`config.mk`:
```
export PLATFORM = sky130hd
export DESIGN_NAME = ex_mem_stage
export DESIGN_NICKNAME = d
export VERILOG_FILES = /design/src/rtl/riscv_pipe_pkg.sv /design/src/rtl/branch_resolve.sv /design/src/rtl/ex_mem_stage.sv
export SDC_FILE = /design/constraint.sdc
export NUM_CORES = 1
export LEC_CHECK = 0
export CORE_MARGIN = 4
export CORE_UTILIZATION = 39
export CTS_CLUSTER_DIAMETER = 30
export CTS_CLUSTER_SIZE = 8
export DETAILED_ROUTE_END_ITERATION = 10
export PLACE_DENSITY_LB_ADDON = 0.08
export SETUP_SLACK_MARGIN = 0.4
export SYNTH_ARGS = -nofsm -noshare
export SYNTH_HDL_FRONTEND = slang
export SYNTH_SLANG_ARGS = --single-unit
```
`constraint.sdc`:
```
create_clock -name clk -period 2.6 [get_ports clk]
set_input_delay 0.52 -clock clk [delete_from_list [all_inputs] [get_ports clk]]
set_output_delay 0.52 -clock clk [all_outputs]
set_load 0.02 [all_outputs]
```
`src/rtl/riscv_pipe_pkg.sv`:
```
`default_nettype none
// +----------------------------------------------------------------------------+
// | Module   : riscv_pipe_pkg                                                  |
// | Brief    : Shared encodings for the EX/MEM pipeline slice                  |
// | Revision : 1.0 - initial release                                           |
// +----------------------------------------------------------------------------+
package riscv_pipe_pkg;

    localparam logic [2:0] F3_BEQ  = 3'b000;
    localparam logic [2:0] F3_BNE  = 3'b001;
    localparam logic [2:0] F3_BLT  = 3'b100;
    localparam logic [2:0] F3_BGE  = 3'b101;
    localparam logic [2:0] F3_BLTU = 3'b110;
    localparam logic [2:0] F3_BGEU = 3'b111;

    localparam logic [1:0] RESULT_SRC_ALU = 2'd0;
    localparam logic [1:0] RESULT_SRC_MEM = 2'd1;
    localparam logic [1:0] RESULT_SRC_PC4 = 2'd2;

    localparam int         ST_W       = 1;
    localparam logic [ST_W-1:0] ST_IDLE   = 1'b0;
    localparam logic [ST_W-1:0] ST_SQUASH = 1'b1;

endpackage
`default_nettype wire

```
`src/rtl/branch_resolve.sv`:
```
`default_nettype none
// +----------------------------------------------------------------------------+
// | Module   : branch_resolve                                                  |
// | Brief    : Maps funct3 and ALU flags to the branch condition               |
// | Revision : 1.0 - initial release                                           |
// +----------------------------------------------------------------------------+
module branch_resolve
    import riscv_pipe_pkg::*;
(
    input  logic [2:0] funct3,
    input  logic       zero,
    input  logic       lt,
    input  logic       gte,
    output logic       cond
);

    // Signed compares run through slt in EX, so blt/bge read the zero flag.
    always_comb begin
        cond = 1'b0;
        case (funct3)
            F3_BEQ:  cond = zero;
            F3_BNE:  cond = ~zero;
            F3_BLT:  cond = ~zero;
            F3_BGE:  cond = zero;
            F3_BLTU: cond = lt;
            F3_BGEU: cond = gte;
            default: cond = 1'b0;
        endcase
    end

endmodule
`default_nettype wire

```
`src/rtl/ex_mem_stage.sv`:
```
`default_nettype none
// +----------------------------------------------------------------------------+
// | Module   : ex_mem_stage                                                    |
// | Brief    : EX/MEM register with branch resolve, redirect and squash FSM.   |
// |            Optional perf counters when EX_MEM_PERF_CNT_EN is defined.      |
// | Revision : 1.0 - initial release                                           |
// +----------------------------------------------------------------------------+
module ex_mem_stage
    import riscv_pipe_pkg::*;
#(
    parameter int XLEN         = 32,
    parameter int SQUASH_DEPTH = 2
) (
    input  logic            clk,
    input  logic            rst,
    input  logic            valid_i,
    input  logic            stall_i,
    input  logic            flush_i,
    input  logic [XLEN-1:0] ALUResult,
    input  logic            zero,
    input  logic            lt,
    input  logic            gte,
    input  logic [2:0]      funct3,
    input  logic            branch_i,
    input  logic            jump_i,
    input  logic [XLEN-1:0] pc_target_i,
    input  logic [XLEN-1:0] pc_plus4_i,
    input  logic [XLEN-1:0] write_data_i,
    input  logic [4:0]      rd_i,
    input  logic            reg_write_i,
    input  logic            mem_write_i,
    input  logic [1:0]      result_src_i,
    output logic            valid_o,
    output logic [XLEN-1:0] alu_result_o,
    output logic [XLEN-1:0] write_data_o,
    output logic [4:0]      rd_o,
    output logic            reg_write_o,
    output logic            mem_write_o,
    output logic [1:0]      result_src_o,
    output logic [XLEN-1:0] pc_plus4_o,
    output logic            redirect_o,
    output logic [XLEN-1:0] redirect_pc_o,
`ifdef EX_MEM_PERF_CNT_EN
    output logic [31:0]     br_cnt_o,
    output logic [31:0]     taken_cnt_o,
`endif
    output logic            squash_o
);

    localparam int             c_cnt_w = 2;
    localparam logic [c_cnt_w-1:0] c_depth = c_cnt_w'(SQUASH_DEPTH);

    logic [ST_W-1:0]    r_state;
    logic [c_cnt_w-1:0] r_cnt;
    logic               r_valid;
    logic [XLEN-1:0]    r_alu_result;
    logic [XLEN-1:0]    r_write_data;
    logic [4:0]         r_rd;
    logic               r_reg_write;
    logic               r_mem_write;
    logic [1:0]         r_result_src;
    logic [XLEN-1:0]    r_pc_plus4;
    logic               r_redirect;
    logic [XLEN-1:0]    r_redirect_pc;

    logic w_cond;
    logic w_valid_eff;
    logic w_taken;

    branch_resolve u_branch_resolve (
        .funct3 (funct3),
        .zero   (zero),
        .lt     (lt),
        .gte    (gte),
        .cond   (w_cond)
    );

    // Anything arriving while squashing is on the wrong path and becomes a bubble.
    assign w_valid_eff = valid_i & ~flush_i & (r_state == ST_IDLE);
    assign w_taken     = w_valid_eff & (jump_i | (branch_i & w_cond));

    always_ff @(posedge clk) begin
        if (rst) begin
            r_state       <= ST_IDLE;
            r_cnt         <= '0;
            r_valid       <= 1'b0;
            r_alu_result  <= '0;
            r_write_data  <= '0;
            r_rd          <= '0;
            r_reg_write   <= 1'b0;
            r_mem_write   <= 1'b0;
            r_result_src  <= '0;
            r_pc_plus4    <= '0;
            r_redirect    <= 1'b0;
            r_redirect_pc <= '0;
        end else if (flush_i) begin
            r_state     <= ST_IDLE;
            r_cnt       <= '0;
            r_valid     <= 1'b0;
            r_reg_write <= 1'b0;
            r_mem_write <= 1'b0;
            r_redirect  <= 1'b0;
        end else if (stall_i) begin
            r_redirect <= 1'b0;
        end else begin
            r_valid     <= w_valid_eff;
            r_reg_write <= reg_write_i & w_valid_eff;
            r_mem_write <= mem_write_i & w_valid_eff;
            r_redirect  <= w_taken;
            if (w_valid_eff) begin
                r_alu_result <= ALUResult;
                r_write_data <= write_data_i;
                r_rd         <= rd_i;
                r_result_src <= result_src_i;
                r_pc_plus4   <= pc_plus4_i;
            end
            if (w_taken) begin
                r_redirect_pc <= pc_target_i;
            end
            case (r_state)
                ST_IDLE: begin
                    if (w_taken) begin
                        r_state <= ST_SQUASH;
                        r_cnt   <= c_depth;
                    end
                end
                ST_SQUASH: begin
                    if (r_cnt <= 2'd1) begin
                        r_state <= ST_IDLE;
                        r_cnt   <= '0;
                    end else begin
                        r_cnt <= r_cnt - 2'd1;
                    end
                end
                default: begin
                    r_state <= ST_IDLE;
                    r_cnt   <= '0;
                end
            endcase
        end
    end

`ifdef EX_MEM_PERF_CNT_EN
    logic [31:0] r_br_cnt;
    logic [31:0] r_taken_cnt;

    always_ff @(posedge clk) begin
        if (rst) begin
            r_br_cnt    <= '0;
            r_taken_cnt <= '0;
        end else if (!stall_i && !flush_i) begin
            if (w_valid_eff && (branch_i || jump_i)) begin
                r_br_cnt <= r_br_cnt + 32'd1;
            end
            if (w_taken) begin
                r_taken_cnt <= r_taken_cnt + 32'd1;
            end
        end
    end

    assign br_cnt_o    = r_br_cnt;
    assign taken_cnt_o = r_taken_cnt;
`endif

    assign valid_o       = r_valid;
    assign alu_result_o  = r_alu_result;
    assign write_data_o  = r_write_data;
    assign rd_o          = r_rd;
    assign reg_write_o   = r_reg_write;
    assign mem_write_o   = r_mem_write;
    assign result_src_o  = r_result_src;
    assign pc_plus4_o    = r_pc_plus4;
    assign redirect_o    = r_redirect;
    assign redirect_pc_o = r_redirect_pc;
    assign squash_o      = (r_state == ST_SQUASH);

endmodule
`default_nettype wire
```
* After elaboration in Yosys (flattened, before gate mapping)
Cells that the tools add are included.
** Word-level totals
- Input bits :: 150
- Logic and storage cells :: 46
- Register bits :: 142
** Cells by class
- Equality and inequality tests :: 6
- Add/subtract/negate cells :: 1
- Reduce and logical (&&, ||, !) cells :: 8
- Muxes and demuxes :: 7
- Magnitude comparators :: 1
- Bitwise operators :: 11
** Operators by type and width (number)
- $eq 3x3->1 const B :: 4
- $and 1x1->1 :: 6
- $reduce_and 3->1 :: 2
- $reduce_or 2->1 :: 3
- $mux 2 :: 2
- $not 1->1 :: 4
- $pmux 1 s4 :: 1
- $pmux 2 s2 :: 1
- $eq 3x1->1 const B :: 1
- $logic_not 3->1 :: 1
- $reduce_or 3->1 :: 1
- $le 2x1->1 const B :: 1
- $mux 1 :: 2
- $ne 2x2->1 const B :: 1
- $pmux 1 s2 :: 1
- $reduce_and 2->1 :: 1
- $sub 2x1->2 const B :: 1
- $or 1x1->1 :: 1

* Longest topological paths before layout
Gate-level depths: netlist of the first run.
- Word-level depth :: 8
- Gate-level depth with buffers :: 7

* Hierarchy
A second synthesis of the first run with hierarchy kept.
** Second synthesis, totals
- Cell total of the unflattened synthesis :: 628
- Area, all modules :: 5096.1 µm²
** Modules (own cells, without submodules)
- ex_mem_stage :: cells each 624, area an instance 5047.3 µm², sequential area each 2842.7 µm², times used 1
- branch_resolve :: cells each 4, area an instance 48.8 µm², sequential area each 0.0 µm², times used 1

* Worst setup path before layout of the first run
No wires, ideal clock.
- Kind :: input-to-reg
- Start point :: in flush_i
- End point :: reg r_redirect_pc[10] (netlist: redirect_pc_o[10])
- Setup time :: 72 ps
- Path slack :: 435 ps
- Buffers on the path :: 4
- Stages :: 7
- Arrival :: 2093 ps
- Required time :: 2528 ps
- Path through :: buf_2 -> or4b_1 -> clkbuf_1 -> a2111oi_1 -> clkbuf_4 -> buf_8 -> mux2i_1
** On the way
- Cells in the longest elaborated chain, start to end :: 5
** Ends and longest elaborated chain
- start: declaration :: RTL line ex_mem_stage.sv:18 : input logic flush_i,
- $not 1->1 (no source line) (*)
- $and 1x1->1 (2 in a row) :: RTL line ex_mem_stage.sv:79 : assign w_valid_eff = valid_i & ~flush_i & (r_state == ST_IDLE);
- $and 1x1->1 :: RTL line ex_mem_stage.sv:80 : assign w_taken = w_valid_eff & (jump_i | (branch_i & w_cond));
- $reduce_and 3->1 (no source line) (*)
- end signal: assignment :: RTL line ex_mem_stage.sv:118 : r_redirect_pc <= pc_target_i;
- end: declaration :: RTL line ex_mem_stage.sv:64 : logic [XLEN-1:0] r_redirect_pc;
Mark *: on every way between the ends. The rest lies on a longest branch, timed or not.
A chain may end at the register's enable or synchronous reset.

* Final worst setup path of the first run
- Start point :: in valid_i
- End point :: reg r_pc_plus4[1] (netlist: pc_plus4_o[1])
** On the way
- Cells in the longest elaborated chain, start to end :: 3
** Ends and longest elaborated chain
- start: declaration :: RTL line ex_mem_stage.sv:16 : input logic valid_i,
- $and 1x1->1 (2 in a row) :: RTL line ex_mem_stage.sv:79
- $reduce_and 3->1 (no source line)
- end signal: assignment :: RTL line ex_mem_stage.sv:115 : r_pc_plus4 <= pc_plus4_i;
- end: declaration :: RTL line ex_mem_stage.sv:62 : logic [XLEN-1:0] r_pc_plus4;
Every way passes these cells.

==> results of run 1 <==
report_power, final:
group | total (µW) | leakage, µW | switching, µW | internal (µW)
registers | 2280 | 0.00115 | 33.5 | 2240
clock network | 2080 | 0.000243 | 841 | 1240
logic | 675 | 0.00168 | 289 | 387
total | 5040 | 0.00307 | 1160 | 3870
how the worst min path moves through the flow:
stage	startpoint	cells after the start	endpoint
floorplan	r_cnt[0]	2	r_cnt[0]
global placement	write_data_o[22]	2	write_data_o[22]
detailed placement	write_data_o[21]	2	write_data_o[21]
CTS	write_data_o[21]	2	write_data_o[21]
global route	pc_plus4_o[5]	2	pc_plus4_o[5]
finish	pc_plus4_o[13]	2	pc_plus4_o[13]
final cells by class:
type	count	area [µm²]	area share
sequential	142	2840	0.322
inverter	3	11.3	0.00128
clock inverter	7	42.5	0.00482
timing repair buffer	299	3010	0.341
multi-input combinational	431	2230	0.252
tap	176	220	0.0250
clock buffer	22	464	0.0526
cell usage in the layout, fill, tap and decap left out, types with 2 or more instances in the layout:
master | Yosys | layout
a21oi_1 | 105 | 105
a22oi_1 | 2 | 2
buf_12 | 0 | 3
buf_4 | 0 | 6
buf_6 | 0 | 2
clkbuf_1 | 42 | 3
clkbuf_16 | 0 | 17
clkbuf_8 | 0 | 2
clkdlybuf4s50_1 | 0 | 288
clkinv_2 | 0 | 4
clkinvlp_4 | 0 | 3
dfxtp_1 | 142 | 142
inv_1 | 3 | 3
mux2i_1 | 32 | 32
nand2_1 | 206 | 206
nand2b_1 | 65 | 65
nor2_1 | 2 | 2
nor3_1 | 3 | 3
nor3b_1 | 2 | 2
o21a_1 | 2 | 2
kinds of logic (layout without fill, tap and decap cells):
group,count (synthesis),count (layout),synth area share
xor gates and xnor gates,1,1,0.00166
and+or+nand+nor,284,284,0.240
muxes,32,32,0.0608
DFF,142,142,0.540
AOI/OAI and AO/OA,114,114,0.114
buffers and inverters,50,331,0.0430
worst max-delay path, stage by stage:
cell	delay (ns)
clkdlybuf4s50_1	0.41
or4b_4	0.24
buf_4	0.79
nand2_1	0.16
a21oi_1	0.23
state kept, by name (all words and copies together) (netlist names), 2 cells and up:
register and cells:
write_data_o 32, alu_result_o 32, rd_o 5, r_cnt 2
result_src_o 2, redirect_pc_o 32, pc_plus4_o 32
layer usage:
layer / vias up / global-route usage / routed length, µm
li1: 2548 / - / -
met1: 2290 / 0.207 / 5880
met2: 203 / 0.343 / 8070
met3: 29 / 0.113 / 1990
met4: 0 / 0.0951 / 452
met5: - / 0 / 0
metrics by stage:
stage          hold slack [ns]  setup slack (ns)
2_1_floorplan            0.507             0.435
3_3_place_gp             0.441            0.0797
3_5_place_dp             0.447           0.00254
4_1_cts                  0.453             0.421
5_1_grt                  0.471             0.387
6_report                 0.452             0.503
==> impl_metrics.env, run 1 <==
export IMPL_status="completed"
export IMPL_grt_pass1_vias=4924
export IMPL_finalCriticalPeriod_ns=2.10
export IMPL_syn_area_um2=5270
export IMPL_cp_max_fo=103
export IMPL_worst_endpoint_arrival_ns=2.42
export IMPL_h_tree_depth=4
export IMPL_holdCritPathClass="reg -> reg"
export IMPL_leakagePower_uw=0.00307
export IMPL_die_width_um=124
export IMPL_worst_slew_pin_slew_ns=1.06
export IMPL_synth_edf_count=0
export IMPL_dpl_cell_area_um2=8290
export IMPL_hold_viol=0
export IMPL_n_antenna_cell=0
export IMPL_reg2reg_from="squash_o"
export IMPL_num_rows=42
export IMPL_cp_end_kind="register"
export IMPL_clockRootBuffer="clkbuf_16"
export IMPL_ir_drop_mv=0.366
export IMPL_syn_avg_cell_area_um2=8.45
export IMPL_slew_headroom=0.291
export IMPL_core_area_um2=13200
export IMPL_yosys_warnings=0
export IMPL_cts_clk_slew_worst_paths_ns=0.06
export IMPL_setup_tns_ns=0
export IMPL_grt_max_degree=107
export IMPL_clock_skew_ns=0.00546
export IMPL_reg2reg_depth=4
export IMPL_die_area_um2=15400
export IMPL_viasPerCell=4.69
export IMPL_fin_crit_sh=0.807
export IMPL_critPathCapture="pc_plus4_o[1]"
export IMPL_wl_um=16400
export IMPL_area_growth_syn_to_layout_pct=67.5
export IMPL_ys_top_cells_by_area="dfxtp_1 54%, nand2_1 15%, a21oi_1 10%"
export IMPL_drv_slew=0
export IMPL_chipHeight_um=124
export IMPL_antenna_found_initial=0
export IMPL_yosys_area_top_type="dfxtp_1"
export IMPL_start_util=0.398
export IMPL_dr_total_vias=5070
export IMPL_place_inst=1051
export IMPL_nets=1044
export IMPL_syn_inst=623
export IMPL_ys_ff_latch=142
export IMPL_cts_sinks=142
export IMPL_fmax_ghz=0.477
export IMPL_clockBufferDepth=2
export IMPL_ios=290
export IMPL_seq_area_frac_synth=0.540
export IMPL_rsz0062_at_grt="false"
export IMPL_yosys_most_used_dff="dfxtp_1"
export IMPL_worstSetupPathType="in -> reg"
export IMPL_io_buffer_count=289
export IMPL_utilization=0.666
export IMPL_drtAntennaViolNets=0
export IMPL_maxCapViolations=0
export IMPL_hpwl_um=11900
export IMPL_avgRoutedWirePerCell_um=15.2
export IMPL_startpoint_type="primary input"
export IMPL_grt_pass1_wl_um=24200
export IMPL_worst_ep_required_time_ns=2.93
export IMPL_fill_cells=1094
export IMPL_post_synth_num_cell_types=27
export IMPL_async_reset_ff_frac=0
export IMPL_design_area_um2=8820
export IMPL_clkLatencyLatePin_ns=0.41
export IMPL_p_per_area_nw_per_um2=571
export IMPL_drc_errors=0
export IMPL_cts_resized=0
export IMPL_synth_top_area_frac=0.540
export IMPL_cts_buffers=17
export IMPL_overflow=0
export IMPL_fin_cells=1080
export IMPL_ctsHoldBuffers=0
export IMPL_cts_setup_buffers=0
export IMPL_grtUsageTotal=0.204
export IMPL_drt_iter0_markers=194
export IMPL_first_pass_iters=4
export IMPL_syn_nets=773
export IMPL_startpoint="valid_i"
export IMPL_power_total_uw=5040
export IMPL_gp_congestion=0.799
export IMPL_synth_most_common_cell="nand2_1"
export IMPL_cts_tree="yes"
export IMPL_r2r_end="pc_plus4_o[1]"
export IMPL_synthTopCellsByCount="206 x nand2_1, 142 x dfxtp_1, 105 x a21oi_1, 65 x nand2b_1, 42 x clkbuf_1"
export IMPL_ff2ff_setup_slack_ns=0.59
export IMPL_drive_gt1_frac=0.0442
export IMPL_setup_viol=0
No activity file was read; power rests on OpenSTA's default activity.
==> run 2, diff against run 1 <==
clock period = 2.1 ns   (was 2.6 ns; I/O delays follow)
==> run 2 against run 1 <==
- clock skew is 0.0013 ns lower
- setup slack worse by 0.13 ns
- sequential share of layout area is 0.52 points lower
- sequential power is 24% higher
==> impl_metrics.env, run 2 (same netlist as run 1, synthesis figures left out) <==
export IMPL_fmax_ghz=0.578
export IMPL_worst_endpoint_arrival_ns=2.07
export IMPL_chipHeight_um=124
export IMPL_start_util=0.398
export IMPL_mostFrequentLayoutCell="nand2_1"
export IMPL_die_area_um2=15400
export IMPL_drv_slew=0
export IMPL_drtAntennaViolNets=0
export IMPL_worstSetupPathType="reg -> reg"
export IMPL_grtUsageTotal=0.206
export IMPL_nets=1052
export IMPL_fill_cells=1167
export IMPL_antenna_found_initial=1
export IMPL_dr_total_vias=5125
export IMPL_rsz0062_at_grt="true"
export IMPL_hpwl_um=11900
export IMPL_cp_max_fo=8
export IMPL_pre_cts_slack_ns=-0.494
export IMPL_drc_errors=0
export IMPL_setup_viol=0
export IMPL_worst_ep_required_time_ns=2.44
export IMPL_area_growth_syn_to_layout_pct=70.5
export IMPL_worst_slew_pin_slew_ns=0.738
export IMPL_clockRootBuffer="clkbuf_16"
export IMPL_ir_drop_mv=0.553
export IMPL_core_area_um2=13200
export IMPL_cts_buffers=17
export IMPL_startpoint_type="register"
export IMPL_p_per_area_nw_per_um2=783
export IMPL_ff2ff_setup_slack_ns=0.37
export IMPL_setup_tns_ns=0
export IMPL_finalCriticalPeriod_ns=1.73
export IMPL_status="completed"
export IMPL_cts_sinks=142
export IMPL_viasPerCell=4.69
export IMPL_grt_pass1_vias=4893
export IMPL_layout_common_cells="206 x nand2_1, 142 x dlygate4sd2_1, 141 x dfxtp_1"
export IMPL_h_tree_depth=4
export IMPL_num_rows=42
export IMPL_place_inst=1056
export IMPL_clock_skew_ns=0.00412
export IMPL_drive_gt1_frac=0.0656
export IMPL_gp_congestion=0.772
export IMPL_fin_cells=1092
export IMPL_avgRoutedWirePerCell_um=15.2
export IMPL_grt_max_degree=117
export IMPL_die_width_um=124
export IMPL_overflow=0
export IMPL_power_total_uw=7030
export IMPL_io_buffer_count=289
export IMPL_leakagePower_uw=0.00391
export IMPL_cp_end_kind="register"
export IMPL_clockBufferDepth=2
export IMPL_slew_headroom=0.508
export IMPL_grt_pass1_wl_um=24300
export IMPL_drt_iter0_markers=276
export IMPL_ios=290
export IMPL_setup_slack_ns=0.370
export IMPL_fin_crit_sh=0.824
export IMPL_first_pass_iters=4
export IMPL_holdCritPathClass="reg -> reg"
export IMPL_cts_clk_slew_worst_paths_ns=0.06
export IMPL_clkLatencyLatePin_ns=0.41
export IMPL_cts_tree="yes"
export IMPL_wl_um=16600
export IMPL_maxCapViolations=0
export IMPL_hold_viol=0
run 2: path summary, 6_finish.rpt:
kind                  endpoint            start  cells past startpoint
max          redirect_pc_o[25]         squash_o                      5
min            write_data_o[9]  write_data_o[9]                      2
max reg2reg  redirect_pc_o[25]         squash_o                      5
min reg2reg    write_data_o[9]  write_data_o[9]                      2
run 2: power breakdown:
group | leakage (µW) | switching (µW) | internal, µW
sequential | 0.00115 | 38.7 | 2780
combinational | 0.00242 | 367 | 435
clock | 0.000336 | 1100 | 2310
run 2: area by class of cell:
class | count | area, µm² | share of cell area
Clock inverter | 12 | 213 | 0.0237
Antenna cell | 1 | 2.50 | 0.000279
Multi-Input combinational cell | 431 | 2270 | 0.253
Timing Repair Buffer | 307 | 2950 | 0.328
Sequential cell | 142 | 2850 | 0.317
Clock buffer | 20 | 467 | 0.0520
Tap cell | 176 | 220 | 0.0245
Inverter | 3 | 11.3 | 0.00125
run 2: timing repair:
| item | in CTS | in global routing |
|---|---|---|
| hold buffers | 0 | 0 |
| endpoints found under the setup margin | 279 | 140 |
| setup buffers | 2 | 0 |
| cloned | 1 | 0 |
| endpoints found under the hold margin | 0 | 0 |
| pin swaps | 4 | 5 |
| gates resized for setup | 157 | 12 |
run 2: critical path, cell delays in order, from the launching register on:
cell	delay, ns
dfxtp_4	0.34
or4b_4	0.52
a2111oi_4	0.22
buf_6	0.21
buf_8	0.15
mux2i_1	0.21
run 2: through the flow:
stage	utilization	instance area, µm²	hold slack, ns
5_1_grt	0.678	8970	0.469
3_3_place_gp	0.630	8340	0.441
3_5_place_dp	0.630	8340	0.446
6_report	0.678	8970	0.450
4_1_cts	0.675	8940	0.451
2_1_floorplan	-	5330	0.505
run 2: layer usage:
metal / routed length (µm) / vias up / GRT usage / share of wire
li1: - / 2576 / - / -
met1: 6170 / 2319 / 0.216 / 0.37
met2: 8390 / 198 / 0.362 / 0.50
met3: 1610 / 32 / 0.0863 / 0.097
met4: 454 / 0 / 0.0876 / 0.027
met5: 0 / - / 0 / 0
==> run 3, diff against run 2 <==
CORE_UTILIZATION = 35   (was 39)
clock period = 1.5 ns   (was 2.1 ns; I/O delays follow)
==> run 3 against run 2 <==
- the flow now finishes with violations (negative setup slack)
- die area up 11%
- sequential power up 41%
- utilization up 7.0 points
- register-to-register slack worse by 0.62 ns
- clock power up 33%
- sequential share of layout area down 4.1 points
- critical endpoint is now alu_result_o[31]
- sequential cell count unchanged
- critical path depth up 3
- global-route usage up 2.4 points
- first-iteration DRC count down 14%
- largest power group unchanged
==> impl_metrics.env, run 3 (same netlist as run 1, synthesis figures left out) <==
export IMPL_status="finished, violations left"
export IMPL_violations="negative setup slack"
export IMPL_maxCapViolations=0
export IMPL_clockBufferDepth=2
export IMPL_fill_cells=994
export IMPL_setup_tns_ns=-28.60
export IMPL_clkLatencyLatePin_ns=0.42
export IMPL_core_area_um2=14600
export IMPL_drt_iter0_markers=237
export IMPL_io_buffer_count=289
export IMPL_combPwrFrac=0.157
export IMPL_clockRootBuffer="clkbuf_16"
export IMPL_switchingPower_uw=2320
export IMPL_gp_congestion=0.758
export IMPL_cp_end_kind="register"
export IMPL_dr_total_vias=5705
export IMPL_layout_common_cells="167 x nand2_1, 146 x clkdlybuf4s50_1, 142 x buf_6"
export IMPL_power_total_uw=10100
export IMPL_mostFrequentLayoutCell="nand2_1"
export IMPL_cp_max_fo=26
export IMPL_drc_errors=0
export IMPL_pre_cts_slack_ns=-1.09
export IMPL_num_rows=44
export IMPL_hold_path_depth=2
export IMPL_worst_ep_required_time_ns=1.80
export IMPL_drtAntennaViolNets=0
export IMPL_hpwl_um=12500
export IMPL_viasPerCell=4.77
export IMPL_netSwitchingFraction=0.229
export IMPL_cts_clk_slew_worst_paths_ns=0.06
export IMPL_ctsHoldBuffers=0
export IMPL_cts_buffers=17
export IMPL_hold_viol=0
export IMPL_rsz0062_at_grt="true"
export IMPL_clock_skew_ns=0.00858
export IMPL_avgRoutedWirePerCell_um=17.2
export IMPL_cts_tree="yes"
export IMPL_wl_um=20600
export IMPL_drv_slew=0
export IMPL_grtUsageTotal=0.231
export IMPL_die_area_um2=17100
export IMPL_holdCritPathClass="in -> reg"
export IMPL_p_per_area_nw_per_um2=924
export IMPL_setup_viol=139
export IMPL_finalCriticalPeriod_ns=1.75
export IMPL_start_util=0.360
export IMPL_antenna_found_initial=1
export IMPL_slew_headroom=0.724
export IMPL_worst_endpoint_arrival_ns=2.06
export IMPL_h_tree_depth=4
export IMPL_startpoint_type="primary input"
export IMPL_first_pass_iters=4
export IMPL_cts_sinks=142
export IMPL_fin_crit_sh=1.17
export IMPL_nets=1150
export IMPL_worst_slew_pin_slew_ns=0.414
export IMPL_leakagePower_uw=0.00442
export IMPL_ios=290
export IMPL_internal_power_uw=7800
export IMPL_setup_slack_ns=-0.254
export IMPL_area_growth_syn_to_layout_pct=108
export IMPL_worstSetupPathType="in -> reg"
export IMPL_drive_gt1_frac=0.499
export IMPL_grt_max_degree=33
export IMPL_die_width_um=131
export IMPL_chipHeight_um=131
export IMPL_p_seq_frac=0.394
export IMPL_grt_pass1_vias=5875
export IMPL_grt_pass1_wl_um=30300
export IMPL_pwr_share_clk=0.449
export IMPL_ir_drop_mv=0.787
export IMPL_overflow=0
export IMPL_reg2reg_depth=7
export IMPL_fmax_ghz=0.570
-- run 3: cell type report --
type,instances,area [µm²],area share
Clock buffer,22,484,0.0442
Multi-Input combinational cell,431,2630,0.240
Inverter,3,11.3,0.00103
Antenna cell,1,2.50,0.000228
Tap cell,184,230,0.0210
Clock inverter,9,156,0.0143
Timing Repair Buffer,405,4410,0.403
Sequential cell,142,3030,0.276
-- run 3: repair_timing --
item,in CTS,in global routing
pin swaps,72,3
cloned,9,1
gates resized for setup,1108,11
endpoints found under the setup margin,282,282
setup buffers,42,35
endpoints found under the hold margin,0,0
-- run 3: critical path, stage by stage --
cell and delay, ns:
clkdlybuf4s50_1 0.48, or4b_4 0.51, buf_4 0.17, buf_12 0.13, buf_12 0.12, buf_16 0.16, nand2_1 0.09, a21oi_1 0.07
-- run 3: final timing paths --
path | startpoint | slack, ns | endpoint
setup reg to reg | squash_o | -0.25 | alu_result_o[31]
hold reg to reg | pc_plus4_o[18] | 0.46 | pc_plus4_o[18]
hold / removal | rst | 0.27 | write_data_o[4]
setup / recovery | valid_i | -0.25 | alu_result_o[31]
-- run 3: routing by layer --
layer | global-route usage | wire length, µm | vias up
met5 | 0 | 0 | -
met4 | 0.0841 | 510 | 0
met3 | 0.0829 | 1680 | 31
met2 | 0.406 | 10400 | 208
met1 | 0.255 | 8030 | 2682
li1 | - | - | 2784
-- run 3: power by group through the flow --
stage / logic, µW / clock network [µW] / registers, µW
finish: 1580 / 4540 / 3990
global route: 1670 / 4800 / 4000
CTS: 1520 / 4610 / 3990
detailed placement: 1250 / 0 / 4030
global placement: 1230 / 0 / 4020
floorplan: 335 / 0 / 4170
-- run 3: metrics by stage --
step | area [µm²] | cells | hold slack (ns) | utilization
final | 11000 | 1197 | 0.270 | 0.748
after CTS | 10600 | 1160 | 0.260 | 0.724
after floorplan | 5340 | 623 | 0.436 | -
after global placement | 8580 | 1078 | 0.441 | 0.586
after detailed placement | 8580 | 1078 | 0.443 | 0.586
after global routing | 10900 | 1196 | 0.272 | 0.748
